==> src/rtl/tetris_pkg.sv <==
// Constants and state encoding shared by the piece controller and the playfield/colour-mux block.
package tetris_pkg;

    localparam int unsigned BLOCK_PX = 20;
    localparam int unsigned FIELD_W  = 640;
    localparam int unsigned FIELD_H  = 480;
    localparam int unsigned SPAWN_X  = 280;

    typedef enum logic [2:0] {
        StIdle      = 3'd0,
        StSpawn     = 3'd1,
        StSettle    = 3'd2,
        StFall      = 3'd3,
        StLock      = 3'd4,
        StClearWait = 3'd5,
        StOver      = 3'd6
    } pc_state_t;

endpackage

==> src/rtl/drop_timer.sv <==
// Gravity divider: counts up while not held, saturates at the current limit and reports tick.
module drop_timer #(
    parameter int unsigned DROP_DIV = 12_500_000,
    parameter int unsigned FAST_DIV = 1_250_000
) (
    input  logic iVGA_CLK,
    input  logic reset,
    input  logic clear,
    input  logic fast,
    input  logic hold,
    output logic tick
);

    logic [23:0] count;
    logic [23:0] limit;

    always_comb begin
        limit = fast ? 24'(FAST_DIV - 1) : 24'(DROP_DIV - 1);
    end

    // Compared against the live limit, so a count already past a new shorter limit fires at once.
    assign tick = (count >= limit);

    always_ff @(posedge iVGA_CLK or posedge reset) begin
        if (reset) begin
            count <= '0;
        end else if (clear) begin
            count <= '0;
        end else if (!hold && !tick) begin
            count <= count + 24'd1;
        end
    end

endmodule

==> src/rtl/piece_controller.sv <==
// Falling-piece sequencer: spawn, gravity, horizontal moves, lock/clear handshake and game over.
module piece_controller
    import tetris_pkg::*;
#(
    parameter int unsigned BLOCK    = tetris_pkg::BLOCK_PX,
    parameter int unsigned SPAWN_X  = tetris_pkg::SPAWN_X,
    parameter int unsigned FIELD_H  = tetris_pkg::FIELD_H,
    parameter int unsigned DROP_DIV = 12_500_000,
    parameter int unsigned FAST_DIV = 1_250_000,
    parameter int unsigned SETTLE   = 2
) (
    input  logic       iVGA_CLK,
    input  logic       reset,
    input  logic       start,
    input  logic       key_left,
    input  logic       key_right,
    input  logic       key_down,
    input  logic       stop,
    input  logic       hit_left,
    input  logic       hit_right,
    input  logic       clear_busy,
    output logic [9:0] ref_x,
    output logic [9:0] ref_y,
    output logic       change_shape,
    output logic       lock,
    output logic       game_over,
    output logic [2:0] state
);

    pc_state_t  state_q;
    logic       left_s, left_p, right_s, right_p;
    logic       left_pend, right_pend;
    logic [7:0] settle_cnt;
    logic       from_spawn;
    logic       cw_first;

    logic left_edge, right_edge, want_left, want_right, go_left, go_right;
    logic at_floor, tick, timer_clear, timer_hold;

    assign state = state_q;

    always_comb begin
        left_edge   = left_s & ~left_p;
        right_edge  = right_s & ~right_p;
        want_left   = left_edge | left_pend;
        want_right  = right_edge | right_pend;
        go_left     = want_left & ~want_right & ~hit_left & (ref_x >= 10'(BLOCK));
        go_right    = want_right & ~want_left & ~hit_right;
        at_floor    = ({1'b0, ref_y} + 11'(BLOCK)) >= 11'(FIELD_H);
        // Outside FALL the divider is frozen; a tick lost to a move stays saturated until next FALL.
        timer_hold  = (state_q != StFall);
        timer_clear = (state_q == StSpawn) ||
                      ((state_q == StFall) && tick && !go_left && !go_right);
    end

    drop_timer #(
        .DROP_DIV (DROP_DIV),
        .FAST_DIV (FAST_DIV)
    ) u_drop_timer (
        .iVGA_CLK (iVGA_CLK),
        .reset    (reset),
        .clear    (timer_clear),
        .fast     (key_down),
        .hold     (timer_hold),
        .tick     (tick)
    );

    always_ff @(posedge iVGA_CLK or posedge reset) begin
        if (reset) begin
            state_q      <= StIdle;
            ref_x        <= 10'(SPAWN_X);
            ref_y        <= '0;
            change_shape <= 1'b0;
            lock         <= 1'b0;
            game_over    <= 1'b0;
            left_s       <= 1'b0;
            left_p       <= 1'b0;
            right_s      <= 1'b0;
            right_p      <= 1'b0;
            left_pend    <= 1'b0;
            right_pend   <= 1'b0;
            settle_cnt   <= '0;
            from_spawn   <= 1'b0;
            cw_first     <= 1'b0;
        end else begin
            left_s       <= key_left;
            left_p       <= left_s;
            right_s      <= key_right;
            right_p      <= right_s;
            change_shape <= 1'b0;
            lock         <= 1'b0;

            unique case (state_q)
                StIdle: begin
                    if (start) begin
                        state_q      <= StSpawn;
                        change_shape <= 1'b1;
                    end
                end
                StSpawn: begin
                    ref_x      <= 10'(SPAWN_X);
                    ref_y      <= '0;
                    settle_cnt <= '0;
                    from_spawn <= 1'b1;
                    left_pend  <= 1'b0;
                    right_pend <= 1'b0;
                    state_q    <= StSettle;
                end
                StSettle: begin
                    if (left_edge) left_pend <= 1'b1;
                    if (right_edge) right_pend <= 1'b1;
                    if (settle_cnt == 8'(SETTLE - 1)) begin
                        if (from_spawn && stop) begin
                            state_q   <= StOver;
                            game_over <= 1'b1;
                        end else begin
                            state_q <= StFall;
                        end
                    end else begin
                        settle_cnt <= settle_cnt + 8'd1;
                    end
                end
                StFall: begin
                    left_pend  <= 1'b0;
                    right_pend <= 1'b0;
                    if (go_left || go_right) begin
                        ref_x      <= go_left ? ref_x - 10'(BLOCK) : ref_x + 10'(BLOCK);
                        settle_cnt <= '0;
                        from_spawn <= 1'b0;
                        state_q    <= StSettle;
                    end else if (tick) begin
                        if (stop || at_floor) begin
                            state_q <= StLock;
                            lock    <= 1'b1;
                        end else begin
                            ref_y      <= ref_y + 10'(BLOCK);
                            settle_cnt <= '0;
                            from_spawn <= 1'b0;
                            state_q    <= StSettle;
                        end
                    end
                end
                StLock: begin
                    cw_first <= 1'b1;
                    state_q  <= StClearWait;
                end
                StClearWait: begin
                    left_pend  <= 1'b0;
                    right_pend <= 1'b0;
                    cw_first   <= 1'b0;
                    if (!cw_first && !clear_busy) begin
                        state_q      <= StSpawn;
                        change_shape <= 1'b1;
                    end
                end
                StOver: begin
                    game_over <= 1'b1;
                end
                default: begin
                    state_q <= StIdle;
                end
            endcase
        end
    end

endmodule

==> config.mk <==
export PLATFORM = sky130hd
export DESIGN_NAME = piece_controller
export DESIGN_NICKNAME = d
export VERILOG_FILES = /design/src/rtl/tetris_pkg.sv /design/src/rtl/drop_timer.sv /design/src/rtl/piece_controller.sv
export SDC_FILE = /design/constraint.sdc
export NUM_CORES = 1
export LEC_CHECK = 0
export CAP_MARGIN = 0
export CORE_MARGIN = 4
export CORE_UTILIZATION = 30
export DETAILED_ROUTE_END_ITERATION = 8
export GPL_ROUTABILITY_DRIVEN = 0
export PLACE_DENSITY_LB_ADDON = 0.08
export SLEW_MARGIN = 20
export SYNTH_ARGS = -nofsm -noshare
export SYNTH_HDL_FRONTEND = slang
export SYNTH_SLANG_ARGS = --single-unit
==> constraint.sdc <==
create_clock -name iVGA_CLK -period 3.75 [get_ports iVGA_CLK]
set_input_delay 0.375 -clock iVGA_CLK [delete_from_list [all_inputs] [get_ports iVGA_CLK]]
set_output_delay 0.375 -clock iVGA_CLK [all_outputs]
set_load 0.01 [all_outputs]
## Word level (Yosys, flattened, before mapping)

Index checks and enable logic that the tools add are counted.

- Bits in registers: 66
- Bits of input ports: 10
- Output and inout bits: 26
- Logic and storage cells: 135

- Add/sub/neg operators: 6
- Order comparisons: 3
- Equal/unequal tests: 21
- Multiplexer cells: 42
- Bitwise operators: 16
- Reductions and logical operators: 31

Operator list:

| operator | number |
|---|---|
| 24-bit 2-to-1 mux | 3 |
| 10-bit 2-to-1 mux | 5 |
| 10-bit one-hot mux with 2 select lines | 2 |
| 8-bit 2-to-1 mux | 4 |
| 24-bit by 1-bit adder with 24-bit output, second input constant | 1 |
| 24-bit >= comparator | 1 |
| 8-bit one-hot mux with 3 select lines | 1 |
| 3-bit 2-to-1 mux | 7 |
| 3-bit one-hot mux with 7 select lines | 1 |
| 10-bit by 5-bit adder with 10-bit output, second input constant | 2 |
| 2-bit inequality test, second input constant | 10 |
| 1-bit 2-to-1 mux | 13 |
| 1-bit one-hot mux with 2 select lines | 6 |
| 10-bit by 5-bit adder with 11-bit output, second input constant | 1 |
| 11-bit by 9-bit >= comparator with 1-bit output, second input constant | 1 |
| 10-bit by 5-bit >= comparator with 1-bit output, second input constant | 1 |
| 2-bit nonzero test | 5 |
| 10-bit by 5-bit subtractor with 10-bit output, second input constant | 1 |
| 3-bit equality test, second input constant | 3 |
| 8-bit by 1-bit adder with 8-bit output, second input constant | 1 |
| 8-bit by 1-bit equality test with 1-bit output, second input constant | 1 |
| 4-bit AND reduction | 2 |
| 1-bit bitwise AND | 7 |
| 1-bit NOT | 7 |
| other kinds (15) | 33 |

## Longest topological paths before layout

Gate-level depths: netlist of run 1.

- Depth after elaboration: 12
- Gate-level depth with buffers: 10
- Depth with buffers taken out: 8

## Hierarchy

Synthesis of run 1 repeated with hierarchy kept, for this count alone.

- Cell total of the unflattened synthesis: 428
- Area total of the unflattened synthesis: 3,900.0 um2

By module, submodules not included:

| module | times used | cells each | area an instance (um2) | sequential area each (um2) |
|---|---|---|---|---|
| piece_controller | 1 | 248 | 2,301.0 | 954.7 |
| drop_timer | 1 | 180 | 1,599.0 | 600.6 |

## Worst setup path before layout of run 1

OpenSTA, ideal clock, no wires.

- Path kind: register -> register
- From: register ref_x[3]
- To: register settle_cnt[1]
- Setup time: 0.125 ns
- Data arrival time: 2.265 ns
- Data required time: 3.625 ns
- Setup slack: 1.360 ns
- Stages on the path, launching flop included: 10
- Path buffers: 1
- Period minus slack after synthesis: 2.390 ns
- Cell sequence: dfstp_2 inv_1 ha_1 a211o_1 or3_1 buf_6 a21oi_4 nand2_4 a2bb2oi_4 mux2_4

- Word-level cells in the longest chain between the ends: 5
- Elaborated cells between the ends (all ways): 8
- Those cells by class: 1 x order compare; 2 x eq/ne; 2 x mux; 1 x bitwise; 2 x reduce/logical

Ends and longest elaborated chain:

| what | RTL line | text |
|---|---|---|
| from (decl) | piece_controller.sv:22 | `output logic [9:0] ref_x,` |
| from (signal assigned) | piece_controller.sv:71 | `ref_x <= 10'(SPAWN_X);` |
| from (signal assigned) | piece_controller.sv:101 | `ref_x <= 10'(SPAWN_X);` |
| from (signal assigned) | piece_controller.sv:127 | `ref_x <= go_left ? ref_x - 10'(BLOCK) : ref_x + 10'(BLOCK);` |
| 10-bit by 5-bit >= comparator with 1-bit output * | piece_controller.sv:47 | `go_left = want_left & ~want_right & ~hit_left & (ref_x >= 10'(BLOCK));` |
| 1-bit bitwise AND * | piece_controller.sv:47 |  |
| 1-bit logical OR * | piece_controller.sv:126 | `if (go_left \|\| go_right) begin` |
| 3-bit inequality test (no source line), or another cell as far along | n/a |  |
| 4-bit AND reduction (no source line) / 8-bit one-hot mux with 3 select lines (equally long branches) | n/a |  |
| to (signal assigned) | piece_controller.sv:120 | `settle_cnt <= settle_cnt + 8'd1;` |
| to (decl) | piece_controller.sv:33 | `logic [7:0] settle_cnt;` |

Mark *: on every way between the ends. The rest lies on a longest branch, timed or not.
A chain may end at the register's enable or synchronous reset.

## Worst setup path in the final report of run 1

- From: input port key_down
- To: register u_drop_timer.count[17]

- Word-level cells in the longest chain between the ends: 7
- Elaborated cells between the ends (all ways): 10
- Those cells by class: 1 x order compare; 2 x mux; 7 x reduce/logical

Ends and longest elaborated chain:

| what | RTL line | text |
|---|---|---|
| from (decl) | piece_controller.sv:17 | `input logic key_down,` |
| 24-bit 2-to-1 mux * | drop_timer.sv:18 | `limit = fast ? 24'(FAST_DIV - 1) : 24'(DROP_DIV - 1);` |
| 24-bit >= comparator * | drop_timer.sv:22 | `assign tick = (count >= limit);` |
| 1-bit logical AND (3 in series) | piece_controller.sv:53 | `((state_q == StFall) && tick && !go_left && !go_right);` |
| 1-bit logical OR | piece_controller.sv:52 | `timer_clear = (state_q == StSpawn) \|\|` |
| 24-bit 2-to-1 mux / 2-bit nonzero test (equally long branches) | n/a |  |
| to (signal assigned) | drop_timer.sv:30 | `count <= count + 24'd1;` |
| to (decl) | drop_timer.sv:14 | `logic [23:0] count;` |

Marks and branches as above.

==> results of run 1 <==
-- area by class of cell --
| type | instances | area [µm²] |
|---|---|---|
| clock buffer | 13 | 280 |
| clock inverter | 3 | 40.0 |
| fill | 1406 | 8410 |
| multi-input combinational | 344 | 2340 |
| tap | 176 | 220 |
| timing repair buffer | 36 | 348 |
| sequential | 62 | 1560 |
| inverter | 13 | 48.8 |
-- power by group through the flow --
stage	clock network (mW)	registers, mW	logic [mW]
5_1_grt	0.947	1.12	1.27
3_3_place_gp	0	1.09	1.14
4_1_cts	0.907	1.09	1.15
2_1_floorplan	0	1.03	0.830
6_report	0.878	1.09	1.13
3_5_place_dp	0	1.10	1.14
-- metal layers --
layer  part of all wire  vias up
li1                   -     1671
met1               0.50     1609
met2               0.45       49
met3              0.036        9
met4              0.014        0
met5                  0        -
-- state kept, by name, indices dropped and copies added (netlist names) --
| signal | cells |
|---|---|
| from_spawn | 1 |
| lock | 1 |
| right_pend | 1 |
| ref_y | 8 |
| settle_cnt | 8 |
| game_over | 1 |
| right_p | 1 |
| ref_x | 8 |
| left_pend | 1 |
| state | 3 |
| right_s | 1 |
| change_shape | 1 |
| left_s | 1 |
| cw_first | 1 |
| u_drop_timer.count | 24 |
| left_p | 1 |
-- cells in the mapped netlist (2+ instances only) --
cell type,number,share of area
sky130_fd_sc_hd__dfrtp_1,59,0.36
sky130_fd_sc_hd__nand2_1,38,0.035
sky130_fd_sc_hd__nor2_1,37,0.034
sky130_fd_sc_hd__o21ai_0,29,0.036
sky130_fd_sc_hd__a21oi_1,28,0.035
sky130_fd_sc_hd__ha_1,20,0.062
sky130_fd_sc_hd__or3_1,20,0.031
sky130_fd_sc_hd__nand3_1,17,0.021
sky130_fd_sc_hd__inv_1,13,0.012
sky130_fd_sc_hd__a31oi_1,11,0.017
sky130_fd_sc_hd__nand4_1,11,0.017
sky130_fd_sc_hd__and3_1,10,0.015
sky130_fd_sc_hd__buf_4,7,0.013
sky130_fd_sc_hd__nor2b_1,7,0.011
sky130_fd_sc_hd__o21ai_1,7,0.0087
sky130_fd_sc_hd__xnor2_1,7,0.015
sky130_fd_sc_hd__xor2_1,7,0.015
sky130_fd_sc_hd__clkbuf_1,6,0.0056
sky130_fd_sc_hd__nor3_1,6,0.0074
sky130_fd_sc_hd__nand2b_1,5,0.0077
sky130_fd_sc_hd__o22ai_1,4,0.0062
sky130_fd_sc_hd__a211oi_1,3,0.0056
sky130_fd_sc_hd__a21o_1,3,0.0056
sky130_fd_sc_hd__a41oi_1,3,0.0065
sky130_fd_sc_hd__buf_2,3,0.0037
sky130_fd_sc_hd__dfstp_2,3,0.019
sky130_fd_sc_hd__nand4b_1,3,0.0065
sky130_fd_sc_hd__o21a_1,3,0.0056
sky130_fd_sc_hd__a211oi_2,2,0.0062
sky130_fd_sc_hd__a21oi_4,2,0.0080
sky130_fd_sc_hd__and2_1,2,0.0031
sky130_fd_sc_hd__buf_6,2,0.0056
sky130_fd_sc_hd__mux2i_1,2,0.0049
sky130_fd_sc_hd__nor3b_1,2,0.0037
sky130_fd_sc_hd__nor4b_1,2,0.0043
sky130_fd_sc_hd__o2111ai_1,2,0.0043
sky130_fd_sc_hd__o211ai_1,2,0.0037
sky130_fd_sc_hd__o21bai_1,2,0.0037
sky130_fd_sc_hd__o221ai_1,2,0.0043
sky130_fd_sc_hd__o31ai_1,2,0.0037
sky130_fd_sc_hd__or2_2,2,0.0031
sky130_fd_sc_hd__or4_1,2,0.0037
-- per-stage QoR --
stage,std cells,area [µm²]
2_1_floorplan,438,4060
3_3_place_gp,631,4510
3_5_place_dp,631,4510
4_1_cts,647,4830
5_1_grt,647,4830
6_report,647,4830
-- final timing paths --
| path | start | endpoint | slack [ns] | depth (start not counted) |
|---|---|---|---|---|
| max in group asynchronous | reset | ref_x[3] | 2.55 | 3 |
| setup / recovery | key_down | u_drop_timer.count[17] | 0.83 | 9 |
| hold reg to reg | right_s | right_p | 0.37 | 0 |
| hold / removal | right_s | right_p | 0.37 | 0 |
| min in group asynchronous | reset | left_s | 0.40 | 2 |
| setup reg to reg | ref_x[3] | settle_cnt[1] | 0.89 | 8 |
-- logic make-up after synthesis --
family,count (synthesis),synth area share
XOR/XNOR,14,0.0303
other,1,0.000926
flip-flops,62,0.384
AO/OA/AOI/OAI,126,0.226
multiplexers,3,0.00865
AND/OR/NAND/NOR,177,0.248
adder cells (fa/ha/maj),20,0.0618
buffers and inverters,32,0.0408
-- placed cells by master (no fill, tap or decap), types with 3 or more instances in the layout --
cell                              count
sky130_fd_sc_hd__o21ai_1              7
sky130_fd_sc_hd__xnor2_1              7
sky130_fd_sc_hd__nand2b_1             5
sky130_fd_sc_hd__dfstp_2              3
sky130_fd_sc_hd__nand4_1             11
sky130_fd_sc_hd__nand4b_1             3
sky130_fd_sc_hd__a31oi_1             11
sky130_fd_sc_hd__conb_1               4
sky130_fd_sc_hd__a211oi_1             3
sky130_fd_sc_hd__xor2_1               7
sky130_fd_sc_hd__o21a_1               3
sky130_fd_sc_hd__clkbuf_16            9
sky130_fd_sc_hd__or3_1               20
sky130_fd_sc_hd__dfrtp_1             59
sky130_fd_sc_hd__nand2_1             38
sky130_fd_sc_hd__o21ai_0             29
sky130_fd_sc_hd__buf_4                5
sky130_fd_sc_hd__a21o_1               3
sky130_fd_sc_hd__and3_1              10
sky130_fd_sc_hd__a21oi_1             28
sky130_fd_sc_hd__clkdlybuf4s50_1     31
sky130_fd_sc_hd__inv_1               12
sky130_fd_sc_hd__nand3_1             17
sky130_fd_sc_hd__a41oi_1              3
sky130_fd_sc_hd__ha_1                20
sky130_fd_sc_hd__nor2b_1              7
sky130_fd_sc_hd__nor3_1               6
sky130_fd_sc_hd__clkbuf_8             4
sky130_fd_sc_hd__o22ai_1              4
sky130_fd_sc_hd__nor2_1              37
-- critical path, cell delays in order --
cell and delay (ns):
sky130_fd_sc_hd__clkdlybuf4s50_1 0.49, sky130_fd_sc_hd__inv_1 0.11, sky130_fd_sc_hd__ha_1 0.34, sky130_fd_sc_hd__a211oi_2 0.26, sky130_fd_sc_hd__o21ai_1 0.15, sky130_fd_sc_hd__o221ai_4 0.35
sky130_fd_sc_hd__nand4_1 0.46, sky130_fd_sc_hd__or3_1 0.49, sky130_fd_sc_hd__a21oi_1 0.15
==> flow_metrics.tcl, run 1 <==
set metrics [dict create \
    drcViolationCount 0 \
    critPathMaxFanout 12 \
    post_cts_hold_buffer_count 0 \
    final-hold-violation-count 0 \
    crit_required_ns 4.00 \
    power_total_mw 3.10 \
    setup_slack_ns 0.834 \
    yosys.cell_types.count 79 \
    run_status "finished clean" \
    arrival_ns 3.17 \
    tightestPinTransition_ns 0.702 \
    grt_antenna_before_repair 0 \
    holdWs_ns 0.367 \
    grt_util_met1 0.188 \
    via_count 3338 \
    synthArstFlopShare 1.00 \
    final_util 0.365 \
    grt.overflow.total 0 \
    drv.max_cap_violation_count 0 \
    grt_start_max_net_pins 25 \
    floorplan.core_area_um2 13200 \
    mappedNetlistArea_um2 4050 \
    routedWlPerCell_um 15.4 \
    core.rowCount 42 \
    ff_latch_count_synth 62 \
    detailedPlacementHpwl_um 7000 \
    clk_transition_reported_paths_ns 0.05 \
    switching_share 0.374 \
    globalRouteTotalUtil 0.139 \
    longest_clk_path_bufs 2 \
    power.internal_mw 1.94 \
    worst_setup_ep_type "flop" \
    globalRouteMet2Util 0.209 \
    total_switching_power_mw 1.16 \
    die-area_um2 15400 \
    setup_violations 0 \
    drt-pass1-iter-count 4 \
    netlist_instances 435 \
    max_freq_mhz 343 \
    synthToLayoutAreaGrowth_pct 19.4 \
    comb_power_share 0.365 \
    die_width_um 124 \
    p_seq_frac 0.352 \
    startpoint_type "input port" \
    start_util 0.306 \
    dominantRegCellSynth "sky130_fd_sc_hd__dfrtp_1" \
    post_cts_resize_count 0 \
    cts.sinks 62 \
    route.detailed.vias_per_inst 5.16 \
    setup_total_negative_slack_ns 0 \
    powerDensity_nw_per_um2 641 \
    final_min_period_over_clock_period 0.777 \
    fraction_of_the_yosys_area_taken_by_sequential_cells 0.384 \
    clock_power_share 0.283 \
    pre_cts_ws_ns 0.473 \
    grt_util_met3 0.0472 \
    synth-edff-count 0 \
    cts_inserted_buffers 9 \
    worst_skew_pair.late_latency_ns 0.33 \
    fin_nets 496 \
    hold_path_class "flop to flop" \
    path_class "input port to flop" \
    antenna_violating_nets_post_route 0 \
    insertedDiodeCount 0 \
    post_synth.cell_area_avg_um2 9.30 \
    tritoncts_clock_tree "yes" \
    leakage_power_of_the_design_nw 1.99 \
    wire_length_of_the_first_global_routing_pass_um 16600 \
    violation_count_after_the_first_detailed_routing_iteration 215 \
    grt_pass1_vias 3190 \
    floorplan.die.height_um 124 \
    h-tree-depth 3 \
    yosysWarningCount 0 \
    post_cts.repair.setup_buffers 0 \
    cts.root.buffer_cell "sky130_fd_sc_hd__clkbuf_16" \
    grt_setup_unrepaired "false" \
    max-vdd-ir-drop_mv 0.281 \
    final-max-slew-violation-count 0 \
    share_of_layout_cells_above_drive_strength_1 0.115 \
    routed_wirelength_um 9940 \
    number_of_input_and_output_port_buffers_inserted 31 \
    relSlewSlack 0.532 \
    num_io_pins 36 \
    final_critical_path_required_period_ns 2.92 \
    finalClockSkew_ns 0.00520 \
    globalRoute.busiestLayer "met2" \
]
No activity file was read; power rests on OpenSTA's default activity.
==> run 2, diff against run 1 <==
==> constraint.sdc (replaced) <==
create_clock -name iVGA_CLK -period 2.55 [get_ports iVGA_CLK]
set_input_delay 0.255 -clock iVGA_CLK [delete_from_list [all_inputs] [get_ports iVGA_CLK]]
set_output_delay 0.255 -clock iVGA_CLK [all_outputs]
set_load 0.01 [all_outputs]
==> run 2 against run 1 <==
  * Clock power increased by 41%
  * Total power up 52%
  * Global-route usage grew 0.84 points
  * Count of clock-buffer cells in the layout rose by 2
  * Register-to-register slack worse by 0.75 ns
  * Largest power group unchanged
==> flow_metrics.tcl, run 2 (synthesis gave the netlist of run 1 again) <==
set metrics [dict create \
    crit_required_ns 2.76 \
    tritoncts_clock_tree "yes" \
    globalRoute.busiestLayer "met2" \
    r2r_start "ref_x[3]" \
    ff2ff_setup_slack_ns 0.14 \
    grt_util_met3 0.0454 \
    worst-r2r-cell-count 8 \
    total_switching_power_mw 1.74 \
    leakage_power_of_the_design_nw 2.21 \
    routed_wirelength_um 10200 \
    critPathMaxFanout 24 \
    insertedDiodeCount 0 \
    grt_start_max_net_pins 28 \
    largest_register_ff_count 24 \
    die-area_um2 15400 \
    run_status "finished clean" \
    worst_skew_pair.late_latency_ns 0.33 \
    clk_transition_reported_paths_ns 0.05 \
    worst_setup_ep_type "flop" \
    core.rowCount 42 \
    number_of_input_and_output_port_buffers_inserted 31 \
    startpoint_type "flop" \
    final_min_period_over_clock_period 0.945 \
    comb_power_share 0.423 \
    max-vdd-ir-drop_mv 0.386 \
    arrival_ns 2.62 \
    switching_share 0.370 \
    synthToLayoutAreaGrowth_pct 29.6 \
    powerDensity_nw_per_um2 898 \
    power_total_mw 4.71 \
    grt_antenna_before_repair 0 \
    route.detailed.vias_per_inst 5.04 \
    post_cts_hold_buffer_count 0 \
    hold_path_class "input port to asynchronous set/reset pin" \
    endpoint "u_drop_timer.count[12]" \
    floorplan.core_area_um2 13200 \
    most-common-layout-cells "59 x sky130_fd_sc_hd__dfrtp_1, 38 x sky130_fd_sc_hd__nand2_1, 38 x sky130_fd_sc_hd__buf_4" \
    grt_pass1_vias 3491 \
    finalClockSkew_ns 0.00689 \
    clock_power_share 0.263 \
    cts.sinks 62 \
    grt_util_met1 0.202 \
    drt-pass1-iter-count 4 \
    placed_cell_area_um2 4830 \
    detailedPlacementHpwl_um 7440 \
    final-max-slew-violation-count 0 \
    longest_clk_path_bufs 2 \
    die_width_um 124 \
    path_class "flop to flop" \
    power.internal_mw 2.97 \
    cts_inserted_buffers 9 \
    final_critical_path_required_period_ns 2.41 \
    drcViolationCount 0 \
    antenna_violating_nets_post_route 0 \
    h-tree-depth 3 \
    setup_violations 0 \
    globalRouteMet2Util 0.225 \
    violation_count_after_the_first_detailed_routing_iteration 170 \
    grt_setup_unrepaired "true" \
    start_util 0.306 \
    final-hold-violation-count 0 \
    grt.overflow.total 0 \
    final_common_cell "sky130_fd_sc_hd__dfrtp_1" \
    max_freq_mhz 415 \
    globalRouteTotalUtil 0.147 \
    floorplan.die.height_um 124 \
    fin_nets 536 \
    via_count 3461 \
    crit_start "ref_x[3]" \
    critical_path.reg2reg.endpoint "u_drop_timer.count[12]" \
    final_util 0.396 \
    holdWs_ns 0.249 \
    final_cell_area_um2 5250 \
    wire_length_of_the_first_global_routing_pass_um 17700 \
    num_io_pins 36 \
    drv.max_cap_violation_count 0 \
    p_seq_frac 0.314 \
    largest-register "u_drop_timer.count" \
    routedWlPerCell_um 14.9 \
    share_of_layout_cells_above_drive_strength_1 0.202 \
    cts.root.buffer_cell "sky130_fd_sc_hd__clkbuf_16" \
]
[run 2: worst max-delay path, stage by stage, from the launching register on]
cell and delay [ns]:
sky130_fd_sc_hd__dfstp_2 0.52, sky130_fd_sc_hd__inv_1 0.06, sky130_fd_sc_hd__ha_1 0.19, sky130_fd_sc_hd__a211o_1 0.31, sky130_fd_sc_hd__or3_4 0.40, sky130_fd_sc_hd__a211oi_4 0.36, sky130_fd_sc_hd__a21o_1 0.20, sky130_fd_sc_hd__buf_12 0.18
sky130_fd_sc_hd__a21oi_1 0.06
[run 2: worst min path at each step]
stage | from | slack (ns) | end
after floorplan | key_left | 0.29 | left_s
after detailed placement | right_s | 0.36 | right_p
after global routing | reset | 0.31 | left_p
after global placement | right_s | 0.36 | right_p
after CTS | reset | 0.26 | settle_cnt[5]
final | reset | 0.25 | left_p
[run 2: per-stage QoR]
step                std cells  setup slack, ns  setup TNS, ns
finish                    687            0.140              0
global route              687          -0.0108        -0.0356
CTS                       686           0.0303              0
global placement          669           -0.355         -11.28
detailed placement        669           -0.348         -11.19
floorplan                 438            0.160              0
[run 2: layer usage]
layer / vias to the layer above / wire [µm]
met3: 13 / 294
met5: - / 0
met1: 1667 / 5070
met2: 31 / 4720
li1: 1750 / -
met4: 0 / 119
[run 2: layout make-up]
cell class	instances	area, µm²
fill	1390	8000
multi-input combinational	344	2420
sequential	62	1560
timing repair buffer	76	703
clock buffer	15	268
tap	176	220
inverter	13	48.8
clock inverter	1	30.0
[run 2: power by group through the flow]
stage | logic (mW) | clock network (mW) | registers (mW)
after floorplan | 1.22 | 0 | 1.52
after global placement | 1.98 | 0 | 1.49
after detailed placement | 1.99 | 0 | 1.49
after CTS | 2.00 | 1.29 | 1.48
after global routing | 2.24 | 1.33 | 1.53
final | 1.99 | 1.24 | 1.48
[run 2: repair_timing]
action                                  4_1_cts  5_1_grt
setup buffers                                 1        1
pin swaps                                     1       10
resized for setup                             0       19
endpoints found under the setup margin        1       45
gates cloned                                  0        0
==> run 3, diff against run 2 <==
--- a/config.mk
+++ b/config.mk
@@ -6,10 +6,10 @@
 export NUM_CORES = 1
 export LEC_CHECK = 0
 export CAP_MARGIN = 0
-export CORE_MARGIN = 4
 export CORE_UTILIZATION = 30
 export DETAILED_ROUTE_END_ITERATION = 8
 export GPL_ROUTABILITY_DRIVEN = 0
+export GPL_TIMING_DRIVEN = 0
 export PLACE_DENSITY_LB_ADDON = 0.08
 export SLEW_MARGIN = 20
 export SYNTH_ARGS = -nofsm -noshare
==> run 3 against run 2 <==
  * Count of clock-buffer cells in the layout is 2 lower
  * Wire length rose by 3.0%
  * Core utilization is 0.054 points higher
  * Maximum frequency shrank 2.2%
  * Clock power up 13%
  * Combinational power barely moved
  * Die area down 9.4%
  * Flip-flop and latch count unchanged
  * Design area fell by 0.26%
  * Sequential share of layout area up 0.15 points
  * Sequential power hardly changed
  * Critical path type unchanged
==> flow_metrics.tcl, run 3 (synthesis gave the netlist of run 1 again) <==
set metrics [dict create \
    final_critical_path_required_period_ns 2.46 \
    routed_wirelength_um 10500 \
    antenna_violating_nets_post_route 0 \
    floorplan.core_area_um2 13200 \
    pre_cts_ws_ns -1.24 \
    switching_share 0.365 \
    grt.overflow.total 0 \
    grt_setup_unrepaired "true" \
    worst_skew_pair.late_latency_ns 0.34 \
    final-max-slew-violation-count 0 \
    fin_nets 532 \
    drv.max_cap_violation_count 0 \
    via_count 3491 \
    run_status "finished clean" \
    detailedPlacementHpwl_um 7100 \
    power.internal_mw 3.10 \
    grt_antenna_before_repair 0 \
    die-area_um2 14000 \
    grt_pass1_vias 3414 \
    tritoncts_clock_tree "yes" \
    routedWlPerCell_um 15.4 \
    comb_power_share 0.407 \
    total_switching_power_mw 1.78 \
    power_total_mw 4.88 \
    drt-pass1-iter-count 4 \
    startpoint_type "flop" \
    setup_violations 0 \
    start_util 0.307 \
    grt_start_max_net_pins 48 \
    drcViolationCount 0 \
    core.rowCount 42 \
    most-common-layout-cells "56 x sky130_fd_sc_hd__dfrtp_1, 37 x sky130_fd_sc_hd__nand2_1, 36 x sky130_fd_sc_hd__nor2_1" \
    powerDensity_nw_per_um2 933 \
    die_width_um 118 \
    critPathMaxFanout 6 \
    finalClockSkew_ns 0.00873 \
    fill_cells 1357 \
    h-tree-depth 3 \
    setup_slack_ns 0.0865 \
    arrival_ns 2.68 \
    holdWs_ns 0.204 \
    final_min_period_over_clock_period 0.966 \
    cts.sinks 62 \
    leakage_power_of_the_design_nw 2.18 \
    violation_count_after_the_first_detailed_routing_iteration 179 \
    longest_clk_path_bufs 2 \
    final-hold-violation-count 0 \
    final_common_cell "sky130_fd_sc_hd__dfrtp_1" \
    max_freq_mhz 406 \
    globalRouteTotalUtil 0.162 \
    floorplan.die.height_um 118 \
    cts_inserted_buffers 9 \
    path_class "flop to flop" \
    synthToLayoutAreaGrowth_pct 29.3 \
    clk_transition_reported_paths_ns 0.06 \
    insertedDiodeCount 0 \
    tightestPinTransition_ns 0.704 \
    route.detailed.vias_per_inst 5.11 \
    largest_register_ff_count 24 \
    hold_path_class "input port to asynchronous set/reset pin" \
    relSlewSlack 0.531 \
    crit_required_ns 2.77 \
    number_of_input_and_output_port_buffers_inserted 31 \
    p_seq_frac 0.307 \
    largest-register "u_drop_timer.count" \
    num_io_pins 36 \
    worst_setup_ep_type "flop" \
    max-vdd-ir-drop_mv 0.362 \
    wire_length_of_the_first_global_routing_pass_um 17800 \
    share_of_layout_cells_above_drive_strength_1 0.203 \
    clock_power_share 0.286 \
    cts.root.buffer_cell "sky130_fd_sc_hd__clkbuf_16" \
]
run 3: final timing paths:
kind	end	from	slack [ns]	depth (start not counted)
max in group asynchronous	ref_x[8]	reset	1.77	3
hold / removal	u_drop_timer.count[19]	reset	0.20	2
setup reg to reg	settle_cnt[1]	ref_x[3]	0.09	9
setup / recovery	settle_cnt[1]	ref_x[3]	0.09	9
min in group iVGA_CLK	left_s	key_left	0.36	1
hold reg to reg	right_p	right_s	0.37	0
run 3: repair_timing:
| item | in CTS | in global routing |
|---|---|---|
| buffers inserted | 7 | 13 |
| pin swaps | 5 | 14 |
| cloned | 1 | 0 |
| hold buffers | 0 | 0 |
| endpoints found under the setup margin | 45 | 32 |
| gates resized for setup | 11 | 23 |
run 3: power groups by stage:
stage	clock network, mW	logic [mW]	registers (mW)
after floorplan	0	1.22	1.52
after global placement	0	1.83	1.52
after detailed placement	0	1.84	1.53
after CTS	1.44	1.89	1.50
after global routing	1.48	2.21	1.55
final	1.40	1.99	1.50
run 3: routing by layer:
layer | part of all wire | GRT usage | wire (µm)
met5 | 0 | 0 | 0
met4 | 0.012 | 0.0529 | 125
met3 | 0.035 | 0.0444 | 367
met2 | 0.46 | 0.246 | 4810
met1 | 0.50 | 0.221 | 5200
run 3: final cells by class:
class,count,area (µm²),share of cell area
buffer,19,139,0.0265
clock buffer,13,270,0.0516
clock inverter,3,65.1,0.0124
inverter,13,51.3,0.00980
multi-input combinational,345,2430,0.464
sequential,62,1560,0.298
tap,176,220,0.0421
timing repair buffer,52,499,0.0954
run 3: stage by stage:
| stage | std cells | cell area (µm²) | util | TNS, ns |
|---|---|---|---|---|
| after floorplan | 438 | 4060 | - | 0 |
| after global placement | 645 | 4590 | 0.348 | -77.11 |
| after detailed placement | 646 | 4620 | 0.350 | -39.86 |
| after CTS | 670 | 5060 | 0.383 | 0 |
| after global routing | 683 | 5230 | 0.397 | -0.121 |
| final | 683 | 5230 | 0.397 | 0 |
run 3: critical path: stages (launching register included):
cell	delay [ns]
sky130_fd_sc_hd__dfstp_2	0.53
sky130_fd_sc_hd__inv_1	0.07
sky130_fd_sc_hd__ha_1	0.18
sky130_fd_sc_hd__a211o_1	0.29
sky130_fd_sc_hd__or3_1	0.33
sky130_fd_sc_hd__buf_6	0.15
sky130_fd_sc_hd__a21oi_4	0.20
sky130_fd_sc_hd__nand2_4	0.09
sky130_fd_sc_hd__a2bb2oi_4	0.20
sky130_fd_sc_hd__mux2_4	0.29
